`src/rtl/pipeline_control_unit.sv`:
```
// pipeline_control_unit
// Carries the decoded control bundle from ID through EX, MEM and WB of a
// 5-stage RV32I pipeline. Tracks the destination register of each stage and
// produces EX operand forwarding selects, load-use stalls and branch/jump
// flushes.
// Optional feature macro: PERF_CNT_EN adds stall_cnt / flush_cnt event
// counters. When the macro is undefined the counters and their ports are absent.
module pipeline_control_unit #(
   parameter int REG_AW = 5,
   parameter int ALU_CW = 3,
   parameter int CNT_W  = 32
) (
   input  logic              clk,
   input  logic              rst_n,
   input  logic              reg_write_d,
   input  logic [1:0]        result_src_d,
   input  logic              mem_write_d,
   input  logic              jump_d,
   input  logic              branch_d,
   input  logic              alu_src_d,
   input  logic [ALU_CW-1:0] alu_ctrl_d,
   input  logic [REG_AW-1:0] rs1_d,
   input  logic [REG_AW-1:0] rs2_d,
   input  logic [REG_AW-1:0] rd_d,
   input  logic              zero_e,
   output logic              alu_src_e,
   output logic              mem_write_m,
   output logic              reg_write_w,
   output logic [ALU_CW-1:0] alu_ctrl_e,
   output logic [1:0]        result_src_w,
   output logic              pc_src_e,
   output logic [1:0]        fwd_a_e,
   output logic [1:0]        fwd_b_e,
   output logic              stall_f,
   output logic              stall_d,
   output logic              flush_d,
   output logic              flush_e
`ifdef PERF_CNT_EN
   ,
   output logic [CNT_W-1:0]  stall_cnt,
   output logic [CNT_W-1:0]  flush_cnt
`endif
);

   // ID/EX stage registers and their next-state values
   logic              rw_e_q, mw_e_q, j_e_q, b_e_q, as_e_q;
   logic [1:0]        rs_e_q;
   logic [ALU_CW-1:0] alu_e_q;
   logic [REG_AW-1:0] rs1_e_q, rs2_e_q, rd_e_q;
   logic              rw_e_d, mw_e_d, j_e_d, b_e_d, as_e_d;
   logic [1:0]        rs_e_d;
   logic [ALU_CW-1:0] alu_e_d;
   logic [REG_AW-1:0] rs1_e_d, rs2_e_d, rd_e_d;

   // EX/MEM and MEM/WB stage registers
   logic              rw_m_q, mw_m_q, rw_w_q;
   logic [1:0]        rs_m_q, rs_w_q;
   logic [REG_AW-1:0] rd_m_q, rd_w_q;

   logic              lw_stall;

   // A younger stage wins: MEM result is newer than WB. x0 is never forwarded.
   function automatic logic [1:0] fwd_sel(input logic [REG_AW-1:0] rs);
      if (rw_m_q && (rd_m_q != '0) && (rd_m_q == rs))
         return 2'b10;
      else if (rw_w_q && (rd_w_q != '0) && (rd_w_q == rs))
         return 2'b01;
      else
         return 2'b00;
   endfunction

   // Hazard detection: forwarding, load-use stall, branch/jump redirect
   always_comb begin
      pc_src_e = (b_e_q & zero_e) | j_e_q;
      fwd_a_e  = fwd_sel(rs1_e_q);
      fwd_b_e  = fwd_sel(rs2_e_q);
      lw_stall = (rs_e_q == 2'b01) && (rd_e_q != '0) &&
                 ((rd_e_q == rs1_d) || (rd_e_q == rs2_d));
      // A redirect squashes the instruction in ID anyway, so it beats a stall.
      stall_f  = lw_stall & ~pc_src_e;
      stall_d  = lw_stall & ~pc_src_e;
      flush_e  = lw_stall | pc_src_e;
      flush_d  = pc_src_e;
   end

   // ID/EX next state: take the ID bundle, or insert a bubble on flush_e
   always_comb begin
      rw_e_d  = reg_write_d;
      rs_e_d  = result_src_d;
      mw_e_d  = mem_write_d;
      j_e_d   = jump_d;
      b_e_d   = branch_d;
      as_e_d  = alu_src_d;
      alu_e_d = alu_ctrl_d;
      rs1_e_d = rs1_d;
      rs2_e_d = rs2_d;
      rd_e_d  = rd_d;
      if (flush_e) begin
         rw_e_d  = 1'b0;
         rs_e_d  = 2'b00;
         mw_e_d  = 1'b0;
         j_e_d   = 1'b0;
         b_e_d   = 1'b0;
         as_e_d  = 1'b0;
         alu_e_d = '0;
         rs1_e_d = '0;
         rs2_e_d = '0;
         rd_e_d  = '0;
      end
   end

   // Pipeline registers; EX/MEM and MEM/WB advance unconditionally
   always_ff @(posedge clk or negedge rst_n) begin
      if (!rst_n) begin
         rw_e_q  <= 1'b0;
         rs_e_q  <= 2'b00;
         mw_e_q  <= 1'b0;
         j_e_q   <= 1'b0;
         b_e_q   <= 1'b0;
         as_e_q  <= 1'b0;
         alu_e_q <= '0;
         rs1_e_q <= '0;
         rs2_e_q <= '0;
         rd_e_q  <= '0;
         rw_m_q  <= 1'b0;
         rs_m_q  <= 2'b00;
         mw_m_q  <= 1'b0;
         rd_m_q  <= '0;
         rw_w_q  <= 1'b0;
         rs_w_q  <= 2'b00;
         rd_w_q  <= '0;
      end else begin
         rw_e_q  <= rw_e_d;
         rs_e_q  <= rs_e_d;
         mw_e_q  <= mw_e_d;
         j_e_q   <= j_e_d;
         b_e_q   <= b_e_d;
         as_e_q  <= as_e_d;
         alu_e_q <= alu_e_d;
         rs1_e_q <= rs1_e_d;
         rs2_e_q <= rs2_e_d;
         rd_e_q  <= rd_e_d;
         rw_m_q  <= rw_e_q;
         rs_m_q  <= rs_e_q;
         mw_m_q  <= mw_e_q;
         rd_m_q  <= rd_e_q;
         rw_w_q  <= rw_m_q;
         rs_w_q  <= rs_m_q;
         rd_w_q  <= rd_m_q;
      end
   end

   assign alu_src_e    = as_e_q;
   assign alu_ctrl_e   = alu_e_q;
   assign mem_write_m  = mw_m_q;
   assign reg_write_w  = rw_w_q;
   assign result_src_w = rs_w_q;

`ifdef PERF_CNT_EN
   logic [CNT_W-1:0] stall_cnt_q, flush_cnt_q;

   // Event counters, wrapping naturally at 2^CNT_W
   always_ff @(posedge clk or negedge rst_n) begin
      if (!rst_n) begin
         stall_cnt_q <= '0;
         flush_cnt_q <= '0;
      end else begin
         if (stall_f)  stall_cnt_q <= stall_cnt_q + 1'b1;
         if (pc_src_e) flush_cnt_q <= flush_cnt_q + 1'b1;
      end
   end

   assign stall_cnt = stall_cnt_q;
   assign flush_cnt = flush_cnt_q;
`else
   logic [CNT_W-1:0] cnt_w_unused;
   assign cnt_w_unused = '0;
`endif

endmodule
```
`config.mk`:
```
export PLATFORM = sky130hd
export DESIGN_NAME = pipeline_control_unit
export DESIGN_NICKNAME = d
export VERILOG_FILES = /design/src/rtl/pipeline_control_unit.sv
export SDC_FILE = /design/constraint.sdc
export NUM_CORES = 1
export LEC_CHECK = 0
export ABC_AREA = 1
export CAP_MARGIN = 20
export CORE_MARGIN = 10
export CORE_UTILIZATION = 35
export CTS_CLUSTER_DIAMETER = 60
export DETAILED_ROUTE_END_ITERATION = 12
export SLEW_MARGIN = 20
export SYNTH_ARGS = -nofsm -noshare
export SYNTH_HDL_FRONTEND = slang
export SYNTH_SLANG_ARGS = --single-unit
```
`constraint.sdc`:
```
create_clock -name clk -period 3.8 [get_ports clk]
set_clock_uncertainty 0.15 [all_clocks]
set_input_delay 0.76 -clock clk [delete_from_list [all_inputs] [get_ports clk]]
set_output_delay 0.76 -clock clk [all_outputs]
set_load 0.01 [all_outputs]
```
## Word-level counts from Yosys, hierarchy flattened

Index checks and enable logic that the tools add are counted.

- Output and inout port bits: 17
- Register bits: 42
- Bits of input ports: 28
- Word-level logic and storage cells: 55

- Mux-type cells: 14
- Bitwise gates (word level): 5
- Equal/unequal tests: 7
- Reductions and logical operators: 12

Operators with widths:

| operator | number |
|---|---|
| $eq A5 B5 Y1 | 6 |
| $mux W5 | 3 |
| $reduce_bool A5 Y1 | 3 |
| $logic_and A1 B1 Y1 | 8 |
| $mux W1 | 7 |
| $mux W2 | 3 |
| $mux W3 | 1 |
| $and A1 B1 Y1 | 2 |
| $eq A2 B1 Y1 const B | 1 |
| $or A1 B1 Y1 | 2 |
| $logic_or A1 B1 Y1 | 1 |
| $not A1 Y1 | 1 |

## Logic depth before layout (Yosys ltp)

- Depth after elaboration: 5
- Mapped depth: 10
- Gate-level depth less buffers: 9

## Least setup slack after synthesis

OpenSTA, ideal clock, no wires.

- Kind: input to output
- Start point: in zero_e
- End point: out stall_f
- Path slack: 1,350 ps
- Required time: 2,890 ps
- Stages on the path: 4
- Arrival time: 1,540 ps
- Path through: a21oi_1 -> inv_1 -> nor2_1 -> buf_4

- Cells in the longest elaborated chain, start to end: 4

RTL lines:

| element | RTL line | text |
|---|---|---|
| start, declared | 25 | `input logic zero_e,` |
| $and A1 B1 Y1 | 74 | `pc_src_e = (b_e_q & zero_e) \| j_e_q;` |
| $or A1 B1 Y1 | 74 |  |
| via flush_d | 36 | `output logic flush_d,` |
| $not A1 Y1 | n/a |  |
| $and A1 B1 Y1 | n/a |  |
| end, declared | 34 | `output logic stall_f,` |

The timed path passes the listed nets, and every way through them passes these cells.

## Final worst setup path

- Start point: in rs2_d[0]
- End point: out stall_d

- Cells in the longest elaborated chain, start to end: 4

RTL lines:

| element | RTL line | text |
|---|---|---|
| start, declared | 23 | `input logic [REG_AW-1:0] rs2_d,` |
| $eq A5 B5 Y1 | 78 | `((rd_e_q == rs1_d) \|\| (rd_e_q == rs2_d));` |
| $logic_or A1 B1 Y1 | 78 |  |
| $logic_and A1 B1 Y1 | 77 | `lw_stall = (rs_e_q == 2'b01) && (rd_e_q != '0) &&` |
| $and A1 B1 Y1 | 81 | `stall_d = lw_stall & ~pc_src_e;` |
| end, declared | 35 | `output logic stall_d,` |

Every way passes these cells.

==> results.sh <==
export IMPL_die_height_um=90.85
export IMPL_peakVddDrop_mv=0.2797
export IMPL_cts_hold_buffers=0
export IMPL_grt_start_max_net_pins=43
export IMPL_avgSynthCellArea_um2=9.547
export IMPL_cp_arrival_ns=2.52
export IMPL_wl_per_cell_um=11.60
export IMPL_antenna_left=0
export IMPL_clk_latency_ns=0.29
export IMPL_slew_headroom_pct=39.98
export IMPL_startpoint="rs2_d[0]"
export IMPL_drc=0
export IMPL_outcome="finished, final reports clean"
export IMPL_ioPinCount=45
export IMPL_cp_max_fo=3
export IMPL_cp_start_kind="input port"
export IMPL_layout_commonest_cell="clkdlybuf4s50_1"
export IMPL_path_clk_slew_ns=0.07
export IMPL_hp_start="mw_e_q$_DFF_PN0_"
export IMPL_die_w_um=90.85
export IMPL_cts_sinks=42
export IMPL_fmax_mhz=291.3
export IMPL_cts_resized=0
export IMPL_synth_fp_nets=212
export IMPL_design_area_um2=2328
export IMPL_num_vias=1223
export IMPL_place_area_um2=2246
export IMPL_rows=25
export IMPL_finalWeightedCongestion=0.7423
export IMPL_slew_viol_final=0
export IMPL_leakagePower_uw=0.001172
export IMPL_first_pass_iters=4
export IMPL_synth_seq_cells=42
export IMPL_cts_tree="done"
export IMPL_syn_cell_area_um2=1757
export IMPL_core_area_um2=4786
export IMPL_max_cap_violations=0
export IMPL_grt_setup_unrepaired="no"
export IMPL_fin_nets=260
export IMPL_layout_common_cells="clkdlybuf4s50_1 (43), dfrtp_1 (42), nor2_1 (36)"
export IMPL_setup_viol=0
export IMPL_grt_usage_pct=9.032
export IMPL_ys_types=16
export IMPL_ys_warnings_count=0
export IMPL_routed_wl_mm=3.456
export IMPL_cts_buffer_depth=2
export IMPL_cts_buffers_inserted=5
export IMPL_synthCells=184
export IMPL_worst_pin_slew_ns=0.9004
export IMPL_synthToLayoutAreaGrowth_pct=32.55
export IMPL_grt_pass1_vias=1350
export IMPL_r2r_start="rd_e_q[0]$_DFF_PN0_"
export IMPL_antenna_cells=0
export IMPL_antenna_found_initial=0
export IMPL_nFillCells=467
export IMPL_hold_path_class="flip-flop to flip-flop"
export IMPL_r2r_end="alu_ctrl_e[1]$_DFF_PN0_"
export IMPL_first_iter_violations=69
export IMPL_ys_seq_area_share_pct=59.83
export IMPL_p_per_area_nw_per_um2=427.9
export IMPL_viasPerCell=4.104
export IMPL_cts_root_buffer="clkbuf_8"
export IMPL_hold_viol=0
export IMPL_worstSetupPathType="input port to output pin"
export IMPL_drive_above_1_share_pct=5.195
export IMPL_hpwl_mm=2.739
export IMPL_die_area_um2=8253
export IMPL_overflow=0
export IMPL_grt_pass1_wl_mm=5.982
export IMPL_endpoint_kind="output pin"
export IMPL_finalCritPeriodShare_pct=90.33
export IMPL_crit_required_ns=2.89
export IMPL_io_buffers=44
export IMPL_regToRegSetupSlack_ns=2.09
export IMPL_htree_num_levels=2
export IMPL_cp_endpoint="stall_d"
export IMPL_cts_setup_buffers=0
export IMPL_r2r_cells=9
export IMPL_start_util_pct=36.71
export IMPL_fin_setup_tns_ns=0
export IMPL_hold_slack_ns=0.1990
export IMPL_fin_crit_ns=3.432
[state kept, by name, indices dropped and copies added, names as in the netlist]
name	count
rd_w_q	5
rw_m_q	1
rs_m_q	2
reg_write_w	1
alu_src_e	1
rs2_e_q	5
alu_ctrl_e	3
b_e_q	1
rs1_e_q	5
rd_e_q	5
rs_e_q	2
rd_m_q	5
result_src_w	2
j_e_q	1
mem_write_m	1
mw_e_q	1
rw_e_q	1
[Yosys cell counts, drive strengths merged]
| master | count | area share [%] |
|---|---|---|
| o21ai | 2 | 0.57 |
| inv | 35 | 7.5 |
| nand3 | 4 | 1.1 |
| nor3 | 5 | 1.4 |
| xnor2 | 14 | 7.0 |
| nor2 | 38 | 8.4 |
| a21oi | 1 | 0.28 |
| dfrtp | 42 | 60 |
| xor2 | 8 | 4.0 |
| nand2 | 27 | 6.3 |
| buf | 4 | 2.1 |
| nand4 | 4 | 1.4 |
[cell type report]
cell class | instances | area [um2] | area share [%]
repair buffers | 45 | 442.9 | 19.02
flip-flops and latches | 42 | 1051 | 45.14
clock buffers | 6 | 82.58 | 3.546
well taps | 67 | 83.83 | 3.600
multi-input cells | 103 | 536.8 | 23.05
inverters | 35 | 131.4 | 5.642
[power breakdown]
| part | internal [uW] | switching [uW] |
|---|---|---|
| sequential | 494 | 36.6 |
| combinational | 101 | 88.4 |
| clock | 140 | 136 |
| total | 735 | 261 |
[worst min-delay path by stage]
stage,depth (start not counted),endpoint
after floorplan,0,mem_write_m$_DFF_PN0_
after global placement,0,result_src_w[0]$_DFF_PN0_
after detailed placement,0,mem_write_m$_DFF_PN0_
after CTS,0,mem_write_m$_DFF_PN0_
after global routing,0,mem_write_m$_DFF_PN0_
final,0,mem_write_m$_DFF_PN0_
[critical path, stage by stage]
cell	delay, ns
clkdlybuf4s50_1	0.50
nand2_1	0.06
inv_1	0.05
nor2_1	0.03
nor2_1	0.15
nand3_1	0.09
nand2_1	0.09
nand2_2	0.08
nor2_1	0.13
clkdlybuf4s50_1	0.56
[cells by family (layout without fill, tap and decap cells)]
kind of cell,Yosys count,in the layout,synth area share (%)
AND/OR/NAND/NOR,78,78,18.73
flip-flops,42,42,59.83
buffers and inverters,39,86,9.615
XOR/XNOR,22,22,10.97
AO/OA/AOI/OAI,3,3,0.8545
[per-stage QoR]
stage / cells / setup slack [ns] / total power (uW) / util [%]
final: 298 / 0.3676 / 996.3 / 48.65
after CTS: 298 / 0.3391 / 1011 / 48.65
after floorplan: 184 / 1.350 / 643.8 / -
after detailed placement: 292 / 0.3624 / 735.5 / 46.93
after global routing: 298 / 0.2446 / 1056 / 48.65
after global placement: 292 / 0.3854 / 734.0 / 46.93
[layer usage]
layer | wire (um) | part of all wire, % | track usage [%] | vias to the layer above
met5 | 0 | 0 | 0 | -
met1 | 1246 | 36 | 8.452 | 555
met3 | 446 | 13 | 5.985 | 6
met2 | 1705 | 49 | 14.96 | 36
li1 | - | - | - | 626
met4 | 57 | 1.6 | 4.308 | 0
Power figures use the tool's default switching activity.
